### config.mk
export PLATFORM = sky130hd
export DESIGN_NAME = execute_muldiv_unit
export DESIGN_NICKNAME = d
export VERILOG_FILES = /design/src/rtl/execute_muldiv_unit_pkg.sv /design/src/rtl/execute_muldiv_unit_sign_fix.sv /design/src/rtl/execute_muldiv_unit.sv
export SDC_FILE = /design/constraint.sdc
export NUM_CORES = 1
export LEC_CHECK = 0
export CAP_MARGIN = 5
export CORE_AREA = 2 2 178 180
export DETAILED_ROUTE_END_ITERATION = 16
export DIE_AREA = 0 0 180 182
export PLACE_DENSITY = 0.72
export REMOVE_ABC_BUFFERS = 1
export SLEW_MARGIN = 40
export SYNTH_ARGS = -nofsm -noshare
export SYNTH_HDL_FRONTEND = slang
export SYNTH_HIERARCHICAL = 1
export SYNTH_SLANG_ARGS = --single-unit
export TNS_END_PERCENT = 5
### constraint.sdc
create_clock -name i_clk -period 4.55 [get_ports i_clk]
set_clock_uncertainty 0.1 [all_clocks]
set_input_delay 0.455 -clock i_clk [delete_from_list [all_inputs] [get_ports i_clk]]
set_output_delay 0.455 -clock i_clk [all_outputs]
set_load 0.1 [all_outputs]
### src/rtl/execute_muldiv_unit_pkg.sv
// Shared encodings for the iterative RV32M multiply/divide unit.
package execute_muldiv_unit_pkg;
  localparam int XLEN = 32;

  localparam logic [2:0] F3_MUL    = 3'b000;
  localparam logic [2:0] F3_MULH   = 3'b001;
  localparam logic [2:0] F3_MULHSU = 3'b010;
  localparam logic [2:0] F3_MULHU  = 3'b011;
  localparam logic [2:0] F3_DIV    = 3'b100;
  localparam logic [2:0] F3_DIVU   = 3'b101;
  localparam logic [2:0] F3_REM    = 3'b110;
  localparam logic [2:0] F3_REMU   = 3'b111;

  typedef enum logic [1:0] {S_IDLE, S_CALC, S_FIX, S_DONE} state_t;
endpackage

### src/rtl/execute_muldiv_unit_sign_fix.sv
// Combinational operand conditioning (IDLE) and result sign fix/select (FIX).
module muldiv_sign_fix
  import execute_muldiv_unit_pkg::*;
#(
  parameter int WIDTH = XLEN
) (
  input  logic [2:0]       i_f3_in,
  input  logic [WIDTH-1:0] i_srca,
  input  logic [WIDTH-1:0] i_srcb,
  output logic [WIDTH-1:0] o_mag_a,
  output logic [WIDTH-1:0] o_mag_b,
  output logic             o_neg_q,
  output logic             o_neg_r,
  output logic             o_special,
  output logic [WIDTH-1:0] o_spec_val,
  input  logic [2:0]       i_f3_fix,
  input  logic [WIDTH-1:0] i_hi,
  input  logic [WIDTH-1:0] i_lo,
  input  logic             i_neg_q,
  input  logic             i_neg_r,
  output logic [WIDTH-1:0] o_fix_val
);
  logic             w_sgn_a, w_sgn_b, w_b0, w_ovf;
  logic [2*WIDTH-1:0] w_prod, w_prod_f;
  logic [WIDTH-1:0] w_quo, w_rem;

  // Only signed operand positions contribute a sign bit.
  assign w_sgn_a = i_srca[WIDTH-1] &
                   (i_f3_in inside {F3_MULH, F3_MULHSU, F3_DIV, F3_REM});
  assign w_sgn_b = i_srcb[WIDTH-1] & (i_f3_in inside {F3_MULH, F3_DIV, F3_REM});
  assign o_mag_a = w_sgn_a ? -i_srca : i_srca;
  assign o_mag_b = w_sgn_b ? -i_srcb : i_srcb;
  assign o_neg_q = w_sgn_a ^ w_sgn_b;
  assign o_neg_r = w_sgn_a;

  // Divide-by-zero and signed overflow bypass the iteration entirely.
  assign w_b0      = (i_srcb == '0);
  assign w_ovf     = (i_f3_in inside {F3_DIV, F3_REM}) &&
                     (i_srca == {1'b1, {(WIDTH-1){1'b0}}}) && (i_srcb == '1);
  assign o_special = i_f3_in[2] & (w_b0 | w_ovf);
  assign o_spec_val = w_b0 ? (i_f3_in[1] ? i_srca : '1)
                           : (i_f3_in[1] ? '0 : i_srca);

  // Product sign shares the quotient sign flag; remainder follows dividend.
  assign w_prod   = {i_hi, i_lo};
  assign w_prod_f = i_neg_q ? -w_prod : w_prod;
  assign w_quo    = i_neg_q ? -i_lo : i_lo;
  assign w_rem    = i_neg_r ? -i_hi : i_hi;

  always_comb begin
    o_fix_val = '0;
    if (!i_f3_fix[2]) o_fix_val = (i_f3_fix == F3_MUL) ? w_prod_f[WIDTH-1:0]
                                                      : w_prod_f[2*WIDTH-1:WIDTH];
    else              o_fix_val = i_f3_fix[1] ? w_rem : w_quo;
  end
endmodule

### src/rtl/execute_muldiv_unit.sv
// Iterative RV32M mul/div: radix-2 shift-add multiply and restoring divide
// sharing one accumulator (hi/remainder) and one shift register (lo/quotient).
module execute_muldiv_unit
  import execute_muldiv_unit_pkg::*;
#(
  parameter int WIDTH = XLEN,
  parameter int CNTW  = 6
) (
  input  logic             i_clk,
  input  logic             i_rst,
  input  logic             i_start,
  input  logic [2:0]       i_funct3,
  input  logic [WIDTH-1:0] i_srca,
  input  logic [WIDTH-1:0] i_srcb,
  input  logic [4:0]       i_rde,
  input  logic             i_flush,
  output logic             o_busy,
  output logic             o_done,
  output logic [WIDTH-1:0] o_result,
  output logic [4:0]       o_rdout
);
  localparam logic [CNTW-1:0] LAST = CNTW'(WIDTH-1);

  state_t           r_state, w_next;
  logic [CNTW-1:0]  r_cnt;
  logic [WIDTH-1:0] r_acc, r_mq, r_mcand, r_result;
  logic [2:0]       r_f3;
  logic [4:0]       r_rd, r_rdout;
  logic             r_neg_q, r_neg_r;

  logic [WIDTH-1:0] w_mag_a, w_mag_b, w_spec_val, w_fix_val;
  logic             w_neg_q, w_neg_r, w_special, w_go;
  logic [WIDTH:0]   w_sum, w_shift;
  logic [WIDTH-1:0] w_acc_nxt, w_mq_nxt;
  logic             w_ge;

  muldiv_sign_fix #(.WIDTH(WIDTH)) u_fix (
    .i_f3_in(i_funct3), .i_srca(i_srca), .i_srcb(i_srcb),
    .o_mag_a(w_mag_a), .o_mag_b(w_mag_b), .o_neg_q(w_neg_q), .o_neg_r(w_neg_r),
    .o_special(w_special), .o_spec_val(w_spec_val),
    .i_f3_fix(r_f3), .i_hi(r_acc), .i_lo(r_mq),
    .i_neg_q(r_neg_q), .i_neg_r(r_neg_r), .o_fix_val(w_fix_val)
  );

  assign w_go     = i_start & ~i_flush;
  assign o_busy   = ~i_rst & ((r_state == S_IDLE & w_go) |
                              (r_state == S_CALC) | (r_state == S_FIX));
  assign o_done   = (r_state == S_DONE);
  assign o_result = r_result;
  assign o_rdout  = r_rdout;

  // State register.
  always_ff @(posedge i_clk or posedge i_rst) begin
    if (i_rst) r_state <= S_IDLE;
    else       r_state <= w_next;
  end

  // Next state; flush overrides everything.
  always_comb begin
    w_next = r_state;
    case (r_state)
      S_IDLE: if (w_go) w_next = w_special ? S_DONE : S_CALC;
      S_CALC: if (r_cnt == LAST) w_next = S_FIX;
      S_FIX:  w_next = S_DONE;
      S_DONE: w_next = S_IDLE;
      default: w_next = S_IDLE;
    endcase
    if (i_flush) w_next = S_IDLE;
  end

  // One iteration: add-and-shift-right for multiply, shift-left-and-trial-subtract for divide.
  always_comb begin
    w_sum     = {1'b0, r_acc} + (r_mq[0] ? {1'b0, r_mcand} : '0);
    w_shift   = {r_acc, r_mq[WIDTH-1]};
    w_ge      = (w_shift >= {1'b0, r_mcand});
    w_acc_nxt = w_sum[WIDTH:1];
    w_mq_nxt  = {w_sum[0], r_mq[WIDTH-1:1]};
    if (r_f3[2]) begin
      w_acc_nxt = w_ge ? (w_shift[WIDTH-1:0] - r_mcand) : w_shift[WIDTH-1:0];
      w_mq_nxt  = {r_mq[WIDTH-2:0], w_ge};
    end
  end

  // Datapath and output registers; outputs are nonzero only during DONE.
  always_ff @(posedge i_clk or posedge i_rst) begin
    if (i_rst) begin
      r_cnt <= '0; r_acc <= '0; r_mq <= '0; r_mcand <= '0;
      r_f3 <= '0; r_rd <= '0; r_neg_q <= 1'b0; r_neg_r <= 1'b0;
      r_result <= '0; r_rdout <= '0;
    end else begin
      r_result <= '0;
      r_rdout  <= '0;
      case (r_state)
        S_IDLE: if (w_go) begin
          r_cnt   <= '0;
          r_acc   <= '0;
          r_mq    <= w_mag_a;
          r_mcand <= w_mag_b;
          r_f3    <= i_funct3;
          r_rd    <= i_rde;
          r_neg_q <= w_neg_q;
          r_neg_r <= w_neg_r;
          if (w_special) begin
            r_result <= w_spec_val;
            r_rdout  <= i_rde;
          end
        end
        S_CALC: begin
          r_cnt <= r_cnt + CNTW'(1);
          r_acc <= w_acc_nxt;
          r_mq  <= w_mq_nxt;
        end
        S_FIX: if (!i_flush) begin
          r_result <= w_fix_val;
          r_rdout  <= r_rd;
        end
        default: ;
      endcase
    end
  end
endmodule
==> summary.txt <==
Timing
  – Final hold violations: 0
  – Worst slew pin tran: 0.847 ns
  – Crit path time final: 3.74 ns
  – Max-slew violations: 0
  – Final worst slack: 0.811 ns
  – Fin crit share: 0.822
  – Setup violations, final: 0
  – RSZ-0062 raised after global routing: no
  – Relative slew margins: 0.430
  – Maximum clock frequency: 267 MHz

Floorplan
  – Die area: 0.0328 mm²
  – Die Height: 182 µm
  – # rows: 65
  – Chip width: 180 µm
  – Core region area: 0.0310 mm²
  – Initial Utilization: 0.489
  – Number of I/O pins: 115

Placed design
  – GP Congestion: 1.02
  – Buffers on Ports: 114
  – DP Cell Count: 2315
  – DP HPWL: 36100 µm
  – Dpl ws: 0.611 ns

Yosys
  – Most numerous cell in the Yosys netlist: dfrtp_1
  – Top FF cell, synth: dfrtp_1
  – Area contributors post-synth: dfrtp_1, ha_1, xnor2_1
  – Mapped Area: 0.0151 mm²
  – Library cells used by synthesis: 85
  – Synth async-reset ratio: 1.00
  – Share of the synthesized area in the top cell type: 0.250
  – Syn_area_per_cell: 8.14 µm²
  – #FFs+latches synth: 151
  – Share of the yosys chip area belonging to registers: 0.250
  – Post-synth EDFFs: 0
  – Mapped Cells: 1861
  – Post-synth top cells: dfrtp_1, nand2_1, a21oi_1
  – Number of warnings issued by yosys: 6
  – Synth area leader: dfrtp_1

Detailed routing
  – DRT Wirelength: 48500 µm
  – Total number of vias: 14900
  – DR WL/cell: 20.7 µm
  – Vias/cell: 6.33
  – DRT Pass-1 Iters: 6
  – Final ANT Viol Nets: 0
  – DRT iter0 DRCs: 1294
  – DRC viols: 0

Worst setup path
  – Crit path launch type: register
  – Register-to-Register Path Depth: 14
  – Crit. End Element: register
  – Crit path DAT: 3.95 ns
  – R2R Path Start: r_mq[0]$_DFFE_PP0P_
  – R2r setup slk: 0.81 ns
  – FF-to-FF End: r_acc[30]$_DFFE_PP0P_
  – CP Class: register to register
  – CP required: 4.76 ns
  – CP max FO: 23

Pwr
  – Pwr per Cell Area: 768 mW/mm²
  – LEAKAGE: 0.00762 µW
  – Peak supply drop: 358 µV
  – Power Total: 13200 µW

Global routing
  – First-pass GRT wire length: 77000 µm
  – Initial antenna violation count: 0
  – Met3 usage: 0.0327
  – Largest net degree at the start of global routing: 87
  – GR Layer Usage met1: 0.384
  – Global route hottest layer: met2
  – Vias in the first global route: 14200
  – GRT met2 Usage: 0.478
  – Total track usage: 0.291
  – Overflow after GRT: 0

Cells and area
  – Fillers: 2857
  – Post-layout nets: 2084
  – Register area: 0.00378 mm²
  – Area grow syn2layout: 13.6%
  – Layout cell share with drive strength beyond 1: 0.115
  – Finished Layout Cells: 2347
  – Ant diodes: 0
  – Multi-input gate area: 0.0107 mm²

Clock network
  – TritonCTS clock tree: built
  – Sink Count: 151
  – Worst-skew pair later-pin latency: 0.45 ns
  – CTS max path bufs: 2
  – Clk root buf: clkbuf_16
  – Clock transition at the registers of the reported paths: 0.07 ns
  – Max H-tree Level: 4
  – Post-CTS Setup Bufs: 0
  – Resized cells post-CTS: 0
  – Number of CTS-inserted buffers: 17
  – Hold buffer count at CTS: 0

Min path
  – Hold crit path type: register to register
  – WHS Endpoint: o_rdout[1]$_DFF_PP0_
  – Worst min-delay path startpoint: r_rd[1]$_DFFE_PP0P_
  – Hold path depth: 1

Run
  – Max-cap check violation count: 0

Status
  – Status: finished, final reports clean
[how the worst max path moves through the flow]
stage / from / to / slack (ns) / cells past startpoint
after detailed placement: i_srcb[8] / o_result[30]$_DFF_PP0_ / 0.61 / 9
after global routing: r_mq[0]$_DFFE_PP0P_ / r_acc[30]$_DFFE_PP0P_ / 0.49 / 14
after CTS: r_mq[0]$_DFFE_PP0P_ / r_acc[30]$_DFFE_PP0P_ / 0.84 / 14
final: r_mq[0]$_DFFE_PP0P_ / r_acc[30]$_DFFE_PP0P_ / 0.81 / 14
after global placement: i_srcb[8] / o_result[1]$_DFF_PP0_ / 0.76 / 10
after floorplan: i_srcb[8] / o_rdout[0]$_DFF_PP0_ / -3.47 / 8
[power by group]
part	internal [µW]	total [µW]	switching, µW	leakage [µW]
clock network	918	1550	636	0.000291
logic	3430	8930	5500	0.00536
registers	1810	2740	934	0.00197
total	6160	13200	7070	0.00762
[placed cells by master, fill, tap and decap left out, types with 19 or more instances in the layout]
cell             synthesis  routed
a21o_1                  33      33
a21oi_1                133     133
a22o_1                  49      49
a31oi_1                 19      19
and2_1                  39      39
buf_2                    7      38
buf_4                    3      40
clkdlybuf4s50_1          0      75
dfrtp_1                151     149
ha_1                    74      74
inv_1                   69      68
mux2_2                  77      77
mux2i_1                 64      64
nand2_1                137     137
nand3_1                 38      38
nand4_1                 37      37
nor2_1                 131     128
nor3_1                  42      42
nor4_1                  20      20
o21ai_0                128     128
o22ai_1                 44      44
o31ai_1                 27      27
or3_1                   28      28
or4_1                   22      22
xnor2_1                101     101
xor2_1                  83      83
[sequential cells by signal (all words and copies together) (netlist names), 2 cells and up]
register,count
r_cnt,6
r_acc,32
r_state,2
r_mcand,32
r_f3,3
r_mq,32
r_rd,5
o_rdout,5
o_result,32
[through the flow]
| step | util | TNS, ns | area [µm²] | hold slack [ns] |
|---|---|---|---|---|
| global route | 0.555 | 0 | 17200 | 0.426 |
| global placement | 0.540 | 0 | 16700 | 0.367 |
| CTS | 0.555 | 0 | 17200 | 0.395 |
| floorplan | - | -259.74 | 14700 | 0.361 |
| detailed placement | 0.535 | 0 | 16600 | 0.379 |
| finish | 0.555 | 0 | 17200 | 0.391 |
[kinds of logic after synthesis]
| logic type | synth area share |
|---|---|
| AND/OR/NAND/NOR | 0.189 |
| AO/OA/AOI/OAI | 0.243 |
| XOR/XNOR | 0.106 |
| buffers and inverters | 0.0474 |
| flip-flops | 0.250 |
| multiplexers | 0.101 |
| adder cells (fa/ha/maj) | 0.0638 |
[metal layers]
metal / vias to the layer above / share of wire / wire length [µm]
met3: 105 / 0.060 / 2890
met2: 592 / 0.47 / 22600
met1: 7134 / 0.43 / 21000
met4: 0 / 0.041 / 1980
met5: - / 0 / 0
li1: 7026 / - / -
[final cells by class]
class,instances,share of cell area
clock buffers,17,0.0247
inverters,70,0.0157
well taps,402,0.0292
flip-flops and latches,151,0.220
multi-input cells,1533,0.621
clock inverters,15,0.0118
repair buffers,159,0.0778
[critical path: stages (launching register included)]
cell and delay [ns]:
dfrtp_1 0.75, nand2_1 0.20, inv_1 0.09, ha_1 0.23, a211oi_1 0.32, o211ai_1 0.18, a211oi_1 0.24, buf_4 0.17
o211a_1 0.20, o21ai_1 0.13, and4_1 0.21, a211oi_1 0.34, o21ai_0 0.16, xnor2_1 0.16, o221ai_1 0.13
Power figures use the tool's default switching activity.
